--- config.mk ---
export PLATFORM = sky130hd
export DESIGN_NAME = tcdm_bank_pipe
export DESIGN_NICKNAME = d
export VERILOG_FILES = /design/src/rtl/tcdm_bank_pipe.sv
export SDC_FILE = /design/constraint.sdc
export NUM_CORES = 1
export LEC_CHECK = 0
export CAP_MARGIN = 20
export CORE_MARGIN = 4
export CORE_UTILIZATION = 47
export CTS_BUF_LIST = sky130_fd_sc_hd__clkbuf_8
export CTS_CLUSTER_DIAMETER = 100
export DETAILED_ROUTE_END_ITERATION = 7
export PLACE_DENSITY_LB_ADDON = 0.3
export SYNTH_ARGS = -nofsm -noshare
export SYNTH_HDL_FRONTEND = slang
export SYNTH_SLANG_ARGS = --single-unit
--- constraint.sdc ---
create_clock -name clk -period 2.2 [get_ports clk]
set_input_delay 0.44 -clock clk [delete_from_list [all_inputs] [get_ports clk]]
set_output_delay 0.44 -clock clk [all_outputs]
set_load 0.02 [all_outputs]
--- src/rtl/tcdm_bank_pipe.sv ---
`default_nettype none
// ============================================================================
//  Module   : tcdm_bank_pipe
//  Purpose  : Bank-side stage of the TCDM interconnect. Inserts an optional
//             request register and an optional response register between the
//             interconnect slave port and one SRAM bank. Configuration changes
//             take effect only once the bank pipeline has drained.
//  Revision : 1.0 - initial release
// ============================================================================
module tcdm_bank_pipe #(
    parameter int ADDR_WIDTH = 12,
    parameter int DATA_WIDTH = 32,
    parameter int BE_WIDTH   = DATA_WIDTH / 8,
    parameter int ID_WIDTH   = 8
) (
    input  logic                  clk,
    input  logic                  rst_n,
    // interconnect side
    input  logic                  data_req_i,
    input  logic [ADDR_WIDTH-1:0] data_add_i,
    input  logic                  data_wen_i,
    input  logic [DATA_WIDTH-1:0] data_wdata_i,
    input  logic [BE_WIDTH-1:0]   data_be_i,
    input  logic [ID_WIDTH-1:0]   data_ID_i,
    output logic                  data_gnt_o,
    output logic                  data_r_valid_o,
    output logic [DATA_WIDTH-1:0] data_r_rdata_o,
    output logic [ID_WIDTH-1:0]   data_r_ID_o,
    // SRAM side
    output logic                  mem_req_o,
    output logic [ADDR_WIDTH-1:0] mem_add_o,
    output logic                  mem_wen_o,
    output logic [DATA_WIDTH-1:0] mem_wdata_o,
    output logic [BE_WIDTH-1:0]   mem_be_o,
    input  logic [DATA_WIDTH-1:0] mem_rdata_i,
    // per-bank pipeline configuration
    input  logic                  enable_pipe_req_i,
    input  logic                  enable_pipe_resp_i
);

    typedef enum logic [0:0] {
        RUN   = 1'b0,
        DRAIN = 1'b1
    } state_e;

    state_e state_q, state_d;

    // Effective configuration; the raw enable inputs never steer the datapath.
    logic cfg_req_q,  cfg_req_d;
    logic cfg_resp_q, cfg_resp_d;

    logic w_cfg_match;
    logic w_pipe_empty;
    logic w_gnt;
    logic w_req_fire;

    // Request register
    logic                  req_vld_q;
    logic [ADDR_WIDTH-1:0] req_add_q;
    logic                  req_wen_q;
    logic [DATA_WIDTH-1:0] req_wdata_q;
    logic [BE_WIDTH-1:0]   req_be_q;
    logic [ID_WIDTH-1:0]   req_id_q;

    // SRAM access tracking (SRAM data arrives the cycle after mem_req_o)
    logic                  mem_pend_q;
    logic [ID_WIDTH-1:0]   mem_id_q;
    logic [ID_WIDTH-1:0]   w_issue_id;

    // Response register
    logic                  resp_vld_q;
    logic [DATA_WIDTH-1:0] resp_rdata_q;
    logic [ID_WIDTH-1:0]   resp_id_q;

    assign w_cfg_match  = ({enable_pipe_req_i, enable_pipe_resp_i} == {cfg_req_q, cfg_resp_q});
    // No stage holds an access: nothing in the request register, no SRAM
    // access awaiting data and nothing in the response register.
    assign w_pipe_empty = ~req_vld_q & ~mem_pend_q & ~resp_vld_q;
    assign w_req_fire   = data_req_i & w_gnt;
    assign data_gnt_o   = w_gnt;

    // FSM state and effective configuration registers
    always_ff @(posedge clk or negedge rst_n) begin
        if (!rst_n) begin
            state_q    <= RUN;
            cfg_req_q  <= 1'b0;
            cfg_resp_q <= 1'b0;
        end else begin
            state_q    <= state_d;
            cfg_req_q  <= cfg_req_d;
            cfg_resp_q <= cfg_resp_d;
        end
    end

    // FSM next state and grant: grant is withheld from the first cycle a
    // config mismatch is seen until the cycle after the pipeline empties.
    always_comb begin
        state_d    = state_q;
        cfg_req_d  = cfg_req_q;
        cfg_resp_d = cfg_resp_q;
        w_gnt      = 1'b0;
        case (state_q)
            RUN: begin
                if (w_cfg_match) begin
                    w_gnt = 1'b1;
                end else begin
                    state_d = DRAIN;
                end
            end
            DRAIN: begin
                // The inputs may have reverted meanwhile; loading them is
                // then a no-op, but the drain is still completed.
                if (w_pipe_empty) begin
                    cfg_req_d  = enable_pipe_req_i;
                    cfg_resp_d = enable_pipe_resp_i;
                    state_d    = RUN;
                end
            end
            default: begin
                state_d = RUN;
            end
        endcase
    end

    // Request register: captures a granted request when the request stage is enabled
    always_ff @(posedge clk or negedge rst_n) begin
        if (!rst_n) begin
            req_vld_q   <= 1'b0;
            req_add_q   <= '0;
            req_wen_q   <= 1'b0;
            req_wdata_q <= '0;
            req_be_q    <= '0;
            req_id_q    <= '0;
        end else begin
            req_vld_q <= w_req_fire & cfg_req_q;
            if (w_req_fire && cfg_req_q) begin
                req_add_q   <= data_add_i;
                req_wen_q   <= data_wen_i;
                req_wdata_q <= data_wdata_i;
                req_be_q    <= data_be_i;
                req_id_q    <= data_ID_i;
            end
        end
    end

    // SRAM request mux: registered or pass-through path
    always_comb begin
        if (cfg_req_q) begin
            mem_req_o   = req_vld_q;
            mem_add_o   = req_add_q;
            mem_wen_o   = req_wen_q;
            mem_wdata_o = req_wdata_q;
            mem_be_o    = req_be_q;
            w_issue_id  = req_id_q;
        end else begin
            mem_req_o   = w_req_fire;
            mem_add_o   = data_add_i;
            mem_wen_o   = data_wen_i;
            mem_wdata_o = data_wdata_i;
            mem_be_o    = data_be_i;
            w_issue_id  = data_ID_i;
        end
    end

    // Track the access the SRAM is answering this cycle, with its ID
    always_ff @(posedge clk or negedge rst_n) begin
        if (!rst_n) begin
            mem_pend_q <= 1'b0;
            mem_id_q   <= '0;
        end else begin
            mem_pend_q <= mem_req_o;
            if (mem_req_o) begin
                mem_id_q <= w_issue_id;
            end
        end
    end

    // Response register: holds SRAM data and ID for one extra cycle when enabled
    always_ff @(posedge clk or negedge rst_n) begin
        if (!rst_n) begin
            resp_vld_q   <= 1'b0;
            resp_rdata_q <= '0;
            resp_id_q    <= '0;
        end else begin
            resp_vld_q <= mem_pend_q & cfg_resp_q;
            if (mem_pend_q && cfg_resp_q) begin
                resp_rdata_q <= mem_rdata_i;
                resp_id_q    <= mem_id_q;
            end
        end
    end

    // Response output mux; pass-through data is zeroed when no response is
    // pending so the output stays quiet in reset and idle cycles.
    always_comb begin
        if (cfg_resp_q) begin
            data_r_valid_o = resp_vld_q;
            data_r_rdata_o = resp_rdata_q;
            data_r_ID_o    = resp_id_q;
        end else begin
            data_r_valid_o = mem_pend_q;
            data_r_rdata_o = mem_pend_q ? mem_rdata_i : '0;
            data_r_ID_o    = mem_id_q;
        end
    end

endmodule
`default_nettype wire

==> tab_implementation.tex, run 1 <==
\begin{tabular}{lr}
\hline
Metric & Value \\
\hline
\multicolumn{2}{l}{\textbf{Die}} \\
Die footprint & 0.0133 mm² \\
Row cnt & 38 \\
Ports placed on the boundary & about 190 \\
Starting Density & 0.490 \\
Vertical extent of the die & 115 µm \\
Area of the placeable core & 0.0110 mm² \\
Die W & approximately 120 µm \\
\multicolumn{2}{l}{\textbf{Timing}} \\
Final clock period utilization by the worst path & 0.972 \\
Shortest clock period the worst path allows after layout & around 2.1 ns \\
Post-route clock skew & approximately 0.006 ns \\
Max-slew violation count & 0 \\
Highest attainable clock frequency & 0.468 GHz \\
Final-report setup violation count & 0 \\
Setup repair after global routing missed its margin & yes \\
Final hold violations & 0 \\
Setup ws final & approximately 0.061 ns \\
Slew at the pin closest to its max-slew limit & 0.592 ns \\
Worst rel slew slack & 0.602 \\
\multicolumn{2}{l}{\textbf{Clock network}} \\
Clock-pin transition on the worst setup and hold timing paths & 0.10 ns \\
CTS tree & yes \\
Clock root buffer & clkbuf\_8 \\
Sinks on the clock net & 111 \\
Clock insertion delay at the later pin of the skew report & 0.36 ns \\
Number of CTS-inserted buffers & 9 \\
H-tree levels & 3 \\
Bufs on Longest Clock Path & 2 \\
Hold-fix buffers, CTS & 0 \\
\multicolumn{2}{l}{\textbf{Power}} \\
Power consumption & around 11 mW \\
Leak pwr & 3.47 nW \\
Power per standard cell area & 1420 mW/mm² \\
Worst IR drop on VDD & 0.000749 V \\
\multicolumn{2}{l}{\textbf{Drt}} \\
Number of nets with antenna violations after detailed routing & 0 \\
Number of design rule violations left after detail routing & 0 \\
Detailed-route via count & 3716 \\
Drt via density & 5.28 \\
Detailed-route wire length & 12.4 mm \\
Number of iterations in the first detailed-routing pass & 4 \\
Average routed wire per standard cell & about 18 µm \\
DRC violation total after the first TritonRoute iteration & 161 \\
\multicolumn{2}{l}{\textbf{Cells and area}} \\
Design area & 0.00753 mm² \\
\# diodes & 0 \\
Layout cells sized above 1 & 0.434 \\
Final net count & 653 \\
Number of fillers in the final layout & roughly 800 \\
Area Growth Syn to Fin & 39.2\% \\
Final Core Density & 0.683 \\
\multicolumn{2}{l}{\textbf{Global routing}} \\
Via count of the first global-routing pass & 4090 \\
Total Routing Usage GR & 0.189 \\
Grt total ovfl & 0 \\
Largest net degree at the start of global routing & 53 \\
Initial antenna violation count & 0 \\
Wire length of the first global-routing pass & 20.0 mm \\
\multicolumn{2}{l}{\textbf{Setup path}} \\
Worst endpoint data arrival time & 1.70 ns \\
Family of cells with the greatest summed delay on the critical path & buffers and inverters \\
Critical path peak fanout & 13 \\
Library cell contributing the largest single delay on the critical path & dfrtp\_2 \\
Cell-by-cell listing of the critical path & buf\_4 > buf\_4 > a22o\_1 > dlygate4sd2\_1 \\
Setup Crit Path Kind & flop to output pin \\
Most prevalent standard cell on the critical path & buf\_4 \\
Critical Path Max Stage Delay & 0.46 ns \\
Category of the worst setup path launch point & flop \\
Critical Path Sink Type & output pin \\
Required time at the worst-slack endpoint & 1.76 ns \\
Buffering stage count on the worst path with inverters included & 3 \\
\multicolumn{2}{l}{\textbf{Placed design}} \\
Cell area after placement & 0.00748 mm² \\
Weighted congestion at the end of routability-driven global placement & approximately 0.77 \\
Detailed Place HPWL & 9.00 mm \\
Post-place setup slack & -0.416 ns \\
Port-buffer cells & 185 \\
\multicolumn{2}{l}{\textbf{Logic synthesis}} \\
Mean post-synth cell area & 14.7 µm² \\
Yosys warns & 0 \\
Part of the Yosys area used for sequential elements & 0.514 \\
Top cell type's share of synthesized area & 0.514 \\
Biggest area consumer among synthesized cells & dfrtp\_1 \\
Net count of the mapped netlist & 461 \\
Synth area leaders & dfrtp\_1, mux2\_2, mux2\_4, a22o\_1, mux2i\_1 \\
Synth Cell Area & 0.00541 mm² \\
Gate Count Post-Synth & 367 \\
Number of unique standard cell types used by synthesis & 24 \\
Number of synthesized register bits & 111 \\
\multicolumn{2}{l}{\textbf{Hold path}} \\
Worst Hold Class & input pin to asynchronous set/reset pin \\
\multicolumn{2}{l}{\textbf{Job}} \\
Max cap viols & 0 \\
\multicolumn{2}{l}{\textbf{Run status}} \\
Outcome & completed \\
\hline
\end{tabular}
## where the power goes
group | internal (mW) | switching (mW) | leakage (nW)
Clock | 0.614 | 0.654 | 0.114
Sequential | 3.02 | 0.527 | 1.35
Combinational | 3.08 | 2.76 | 2.01
Total | 6.71 | 3.94 | 3.47
## flip-flops by register name, summed over array words and instances (netlist names)
| register | count |
|---|---|
| req_wdata_q | 32 |
| resp_rdata_q | 32 |
| req_add_q | 12 |
| mem_id_q | 8 |
| req_id_q | 8 |
| resp_id_q | 8 |
| req_be_q | 4 |
| cfg_req_q | 1 |
| cfg_resp_q | 1 |
| mem_pend_q | 1 |
| req_vld_q | 1 |
| req_wen_q | 1 |
| resp_vld_q | 1 |
| state_q | 1 |
## cells in the mapped netlist, drive strengths merged
library cell	instances
buf	17
o21ai	1
mux2	156
nor2b	1
a21o	1
nor4	1
inv	2
xnor2	1
nor2	3
nand4bb	1
nand3	1
nand2	3
mux2i	24
clkbuf	11
xor2	1
a22o	32
dfrtp	111
## kinds of logic (layout without fill, tap and decap cells)
logic type                Yosys count  count (layout)  share of synthesized area
DFF                               111             111                      0.514
and+or+nand+nor                    10              10                     0.0113
AOI/OAI and AO/OA                  34              34                     0.0541
xor gates and xnor gates            2               2                    0.00463
muxes                             180             180                      0.382
buffers and inverters              30             227                     0.0338
## placed cells by master, fill, tap and decap left out, drive strengths merged, types with 2 or more instances in the layout
cell / instances
clkdlybuf4s50: 92
clkinv: 2
clkbuf: 17
dlygate4sd2: 31
buf: 60
inv: 3
clkdlybuf4s15: 20
mux2i: 24
mux2: 156
nand2: 3
dfrtp: 111
a22o: 32
nor2: 3
## final timing paths
path                            cells after the start            endpoint         start  slack (ns)
worst max-delay path                                4  data_r_rdata_o[28]    cfg_resp_q        0.06
worst min-delay path                                1    resp_rdata_q[10]         rst_n        0.06
worst max register to register                      8        req_add_q[0]    cfg_resp_q        0.14
worst min register to register                      1        resp_id_q[7]  resp_id_q[7]        0.51
max in group asynchronous                           2      req_wdata_q[9]         rst_n        1.46
min in group clk                                    1        resp_id_q[7]  resp_id_q[7]        0.51
## area by class of cell
type	instances	area [µm²]	area share
multi-input combinational	226	2460	0.327
sequential	111	2780	0.369
clock buffer	12	165	0.0219
clock inverter	4	43.8	0.00582
inverter	2	7.51	0.000997
timing repair buffer	209	1900	0.252
tap	140	175	0.0233
## metal layers
metal	global-route usage	routed length, µm	part of all wire
met3	0.0605	1160	0.093
met4	0.0634	208	0.017
met1	0.233	5160	0.41
met5	0	0	0
met2	0.314	5910	0.48
## timing repair
item / CTS / global route
pin swaps: 0 / 0
gates resized for setup: 206 / 35
endpoints found under the hold margin: 0 / 0
buffers inserted: 2 / 0
cloned: 1 / 0
setup endpoints to repair: 92 / 53
## metrics by stage
stage,cells,setup TNS [ns],hold slack (ns)
3_3_place_gp,685,-4.95,0.456
4_1_cts,704,0,0.0593
3_5_place_dp,685,-7.16,0.463
2_1_floorplan,367,0,0.144
6_report,704,0,0.0575
5_1_grt,704,-0.127,0.0792
Power figures use the tool's default switching activity.
==> inputs of run 2 (changes only) <==
--- a/config.mk
+++ b/config.mk
@@ -11,7 +11,7 @@
 export CTS_BUF_LIST = sky130_fd_sc_hd__clkbuf_8
 export CTS_CLUSTER_DIAMETER = 100
 export DETAILED_ROUTE_END_ITERATION = 7
-export PLACE_DENSITY_LB_ADDON = 0.3
+export PLACE_DENSITY = 0.83
 export SYNTH_ARGS = -nofsm -noshare
 export SYNTH_HDL_FRONTEND = slang
 export SYNTH_SLANG_ARGS = --single-unit
==> tab_implementation.tex, run 2 (synthesis results as in run 1) <==
\begin{tabular}{lr}
\hline
Metric & Value \\
\hline
\multicolumn{2}{l}{\textbf{Run status}} \\
Outcome & completed \\
\multicolumn{2}{l}{\textbf{Setup path}} \\
Origin of the critical flop-to-flop path & cfg\_resp\_q \\
Cell-by-cell listing of the critical path & buf\_12 > buf\_16 > mux2\_2 > clkdlybuf4s15\_1 \\
Worst endpoint data arrival time & 1.71 ns (about the same) \\
Number of logic stages on the critical path including buffering & 4 (unchanged) \\
Critical Path Sink Type & output pin \\
Critical register-to-register path endpoint & req\_add\_q[8] \\
Buffering stage count on the worst path with inverters included & 3 (unchanged) \\
Critical path peak fanout & 21 (+8) \\
Family of cells with the greatest summed delay on the critical path & buffers and inverters \\
Required time at the worst-slack endpoint & 1.76 ns (about the same) \\
R2R cell count & 7 (-1) \\
Category of the worst setup path launch point & flop \\
Critical Path Max Stage Delay & 0.41 ns (-0.05 ns) \\
Setup Crit Path Kind & flop to output pin \\
Worst setup path startpoint & cfg\_req\_q \\
Reg-to-reg slack, setup & 0.35 ns (+0.21 ns) \\
Critical path capture point & mem\_add\_o[7] \\
Library cell contributing the largest single delay on the critical path & dfrtp\_2 \\
\multicolumn{2}{l}{\textbf{Cells and area}} \\
Highest-count cells in the layout ignoring fill and taps & mux2\_2, dfrtp\_1, clkdlybuf4s50\_1 \\
Registers with the most flip-flops & req\_wdata\_q x32, resp\_rdata\_q x32, req\_add\_q x12 \\
Design area & 0.00738 mm² (-2.0\%) \\
Final net count & 651 (-0.31\%) \\
Final Core Density & 0.669 (-0.0134) \\
Area Growth Syn to Fin & 36.5\% \\
Layout cells sized above 1 & 0.520 (+0.0852) \\
\# diodes & 0 (unchanged) \\
Most common library cell in the layout ignoring fill and taps & mux2\_2 \\
\multicolumn{2}{l}{\textbf{Timing}} \\
Setup repair after global routing missed its margin & no \\
Max-slew violation count & 0 (unchanged) \\
Shortest clock period the worst path allows after layout & 2.15 ns (+0.0154 ns) \\
Final-report setup violation count & 0 (unchanged) \\
Post-route clock skew & 0.0158 ns (+0.00962 ns) \\
Final hold violations & 0 (unchanged) \\
Final clock period utilization by the worst path & 0.979 (+0.00699) \\
Slew at the pin closest to its max-slew limit & 0.600 ns (+0.00881 ns) \\
Setup ws final & 0.0460 ns (-0.0154 ns) \\
Highest attainable clock frequency & 0.464 GHz (-0.71\%) \\
Worst rel slew slack & 0.600 (-0.00224) \\
\multicolumn{2}{l}{\textbf{Drt}} \\
DRC violation total after the first TritonRoute iteration & 164 (+1.9\%) \\
Drt via density & 5.29 (+0.20\%) \\
Number of nets with antenna violations after detailed routing & 0 (unchanged) \\
Number of iterations in the first detailed-routing pass & 4 (unchanged) \\
Number of design rule violations left after detail routing & 0 (unchanged) \\
Average routed wire per standard cell & 18.3 µm (+3.4\%) \\
Detailed-route wire length & 12.8 mm (+3.1\%) \\
Detailed-route via count & 3713 (-0.081\%) \\
\multicolumn{2}{l}{\textbf{Die}} \\
Row cnt & 38 (unchanged) \\
Starting Density & 0.490 (unchanged) \\
Vertical extent of the die & 115 µm (unchanged) \\
Die footprint & 0.0133 mm² (unchanged) \\
Area of the placeable core & 0.0110 mm² (unchanged) \\
Die W & 115 µm (unchanged) \\
Ports placed on the boundary & 186 (unchanged) \\
\multicolumn{2}{l}{\textbf{Clock network}} \\
Clock-pin transition on the worst setup and hold timing paths & 0.12 ns (+0.02 ns) \\
Sinks on the clock net & 111 (unchanged) \\
Number of CTS-inserted buffers & 9 (unchanged) \\
Hold-fix buffers, CTS & 0 (unchanged) \\
Clock root buffer & clkbuf\_8 \\
Bufs on Longest Clock Path & 2 (unchanged) \\
H-tree levels & 3 (unchanged) \\
CTS tree & yes \\
Clock insertion delay at the later pin of the skew report & 0.37 ns (about the same) \\
\multicolumn{2}{l}{\textbf{Placed design}} \\
Weighted congestion at the end of routability-driven global placement & 0.714 (-6.9\%) \\
Port-buffer cells & 185 (unchanged) \\
Detailed Place HPWL & 8.99 mm (-0.17\%) \\
Cell area after placement & 0.00747 mm² (-0.13\%) \\
Post-place setup slack & -0.448 ns (-0.0322 ns) \\
\multicolumn{2}{l}{\textbf{Global routing}} \\
Wire length of the first global-routing pass & 21.1 mm (+5.6\%) \\
Initial antenna violation count & 0 (unchanged) \\
Total Routing Usage GR & 0.199 (+0.0101) \\
Grt total ovfl & 0 (unchanged) \\
Via count of the first global-routing pass & 4139 (+1.2\%) \\
Largest net degree at the start of global routing & 46 (-13\%) \\
\multicolumn{2}{l}{\textbf{Power}} \\
Leak pwr & 3.39 nW (-2.4\%) \\
Power consumption & 10.5 mW (-1.5\%) \\
Power per standard cell area & 1420 mW/mm² (+0.47\%) \\
Worst IR drop on VDD & 0.000702 V (-6.3\%) \\
\multicolumn{2}{l}{\textbf{Hold path}} \\
Worst Hold Class & input pin to asynchronous set/reset pin \\
\multicolumn{2}{l}{\textbf{Job}} \\
Max cap viols & 0 (unchanged) \\
\hline
\end{tabular}
run 2: worst min-delay path by stage:
stage | slack, ns | depth (start not counted) | from | to
floorplan | 0.14 | 0 | rst_n | cfg_req_q
global placement | 0.48 | 1 | rst_n | resp_rdata_q[5]
detailed placement | 0.49 | 1 | rst_n | resp_rdata_q[2]
CTS | 0.06 | 1 | rst_n | resp_rdata_q[2]
global route | 0.08 | 1 | rst_n | resp_rdata_q[5]
finish | 0.07 | 1 | rst_n | resp_rdata_q[11]
run 2: layout make-up:
| cell class | instances | area, µm² |
|---|---|---|
| clock buffers | 9 | 124 |
| clock inverters | 7 | 56.3 |
| fillers | 843 | 3650 |
| inverters | 2 | 7.51 |
| multi-input cells | 226 | 2460 |
| flip-flops and latches | 111 | 2780 |
| well taps | 140 | 175 |
| repair buffers | 207 | 1780 |
run 2: metrics by stage:
stage          hold WS, ns  TNS (ns)  std cells
4_1_cts             0.0642   -0.0403        701
3_3_place_gp         0.479     -4.83        682
2_1_floorplan        0.144         0        367
6_report            0.0658         0        702
3_5_place_dp         0.488     -6.07        682
5_1_grt             0.0827         0        702
run 2: per-layer routing:
metal	wire length (µm)	global-route usage	vias up
met4	189	0.0540	0
met1	5340	0.252	1815
li1	-	-	1735
met5	0	0	-
met3	1260	0.0647	15
met2	6030	0.329	148
run 2: power breakdown:
part	internal, mW	leakage, nW	switching [mW]	total [mW]
sequential	3.02	1.35	0.552	3.57
combinational	2.98	1.94	2.80	5.78
clock	0.429	0.0959	0.716	1.14
run 2: timing repair:
action / in CTS / in global routing
gates resized for setup: 247 / 80
setup endpoints to repair: 92 / 60
hold endpoints to repair: 0 / 0
buffers inserted: 1 / 0
cloned: 2 / 1
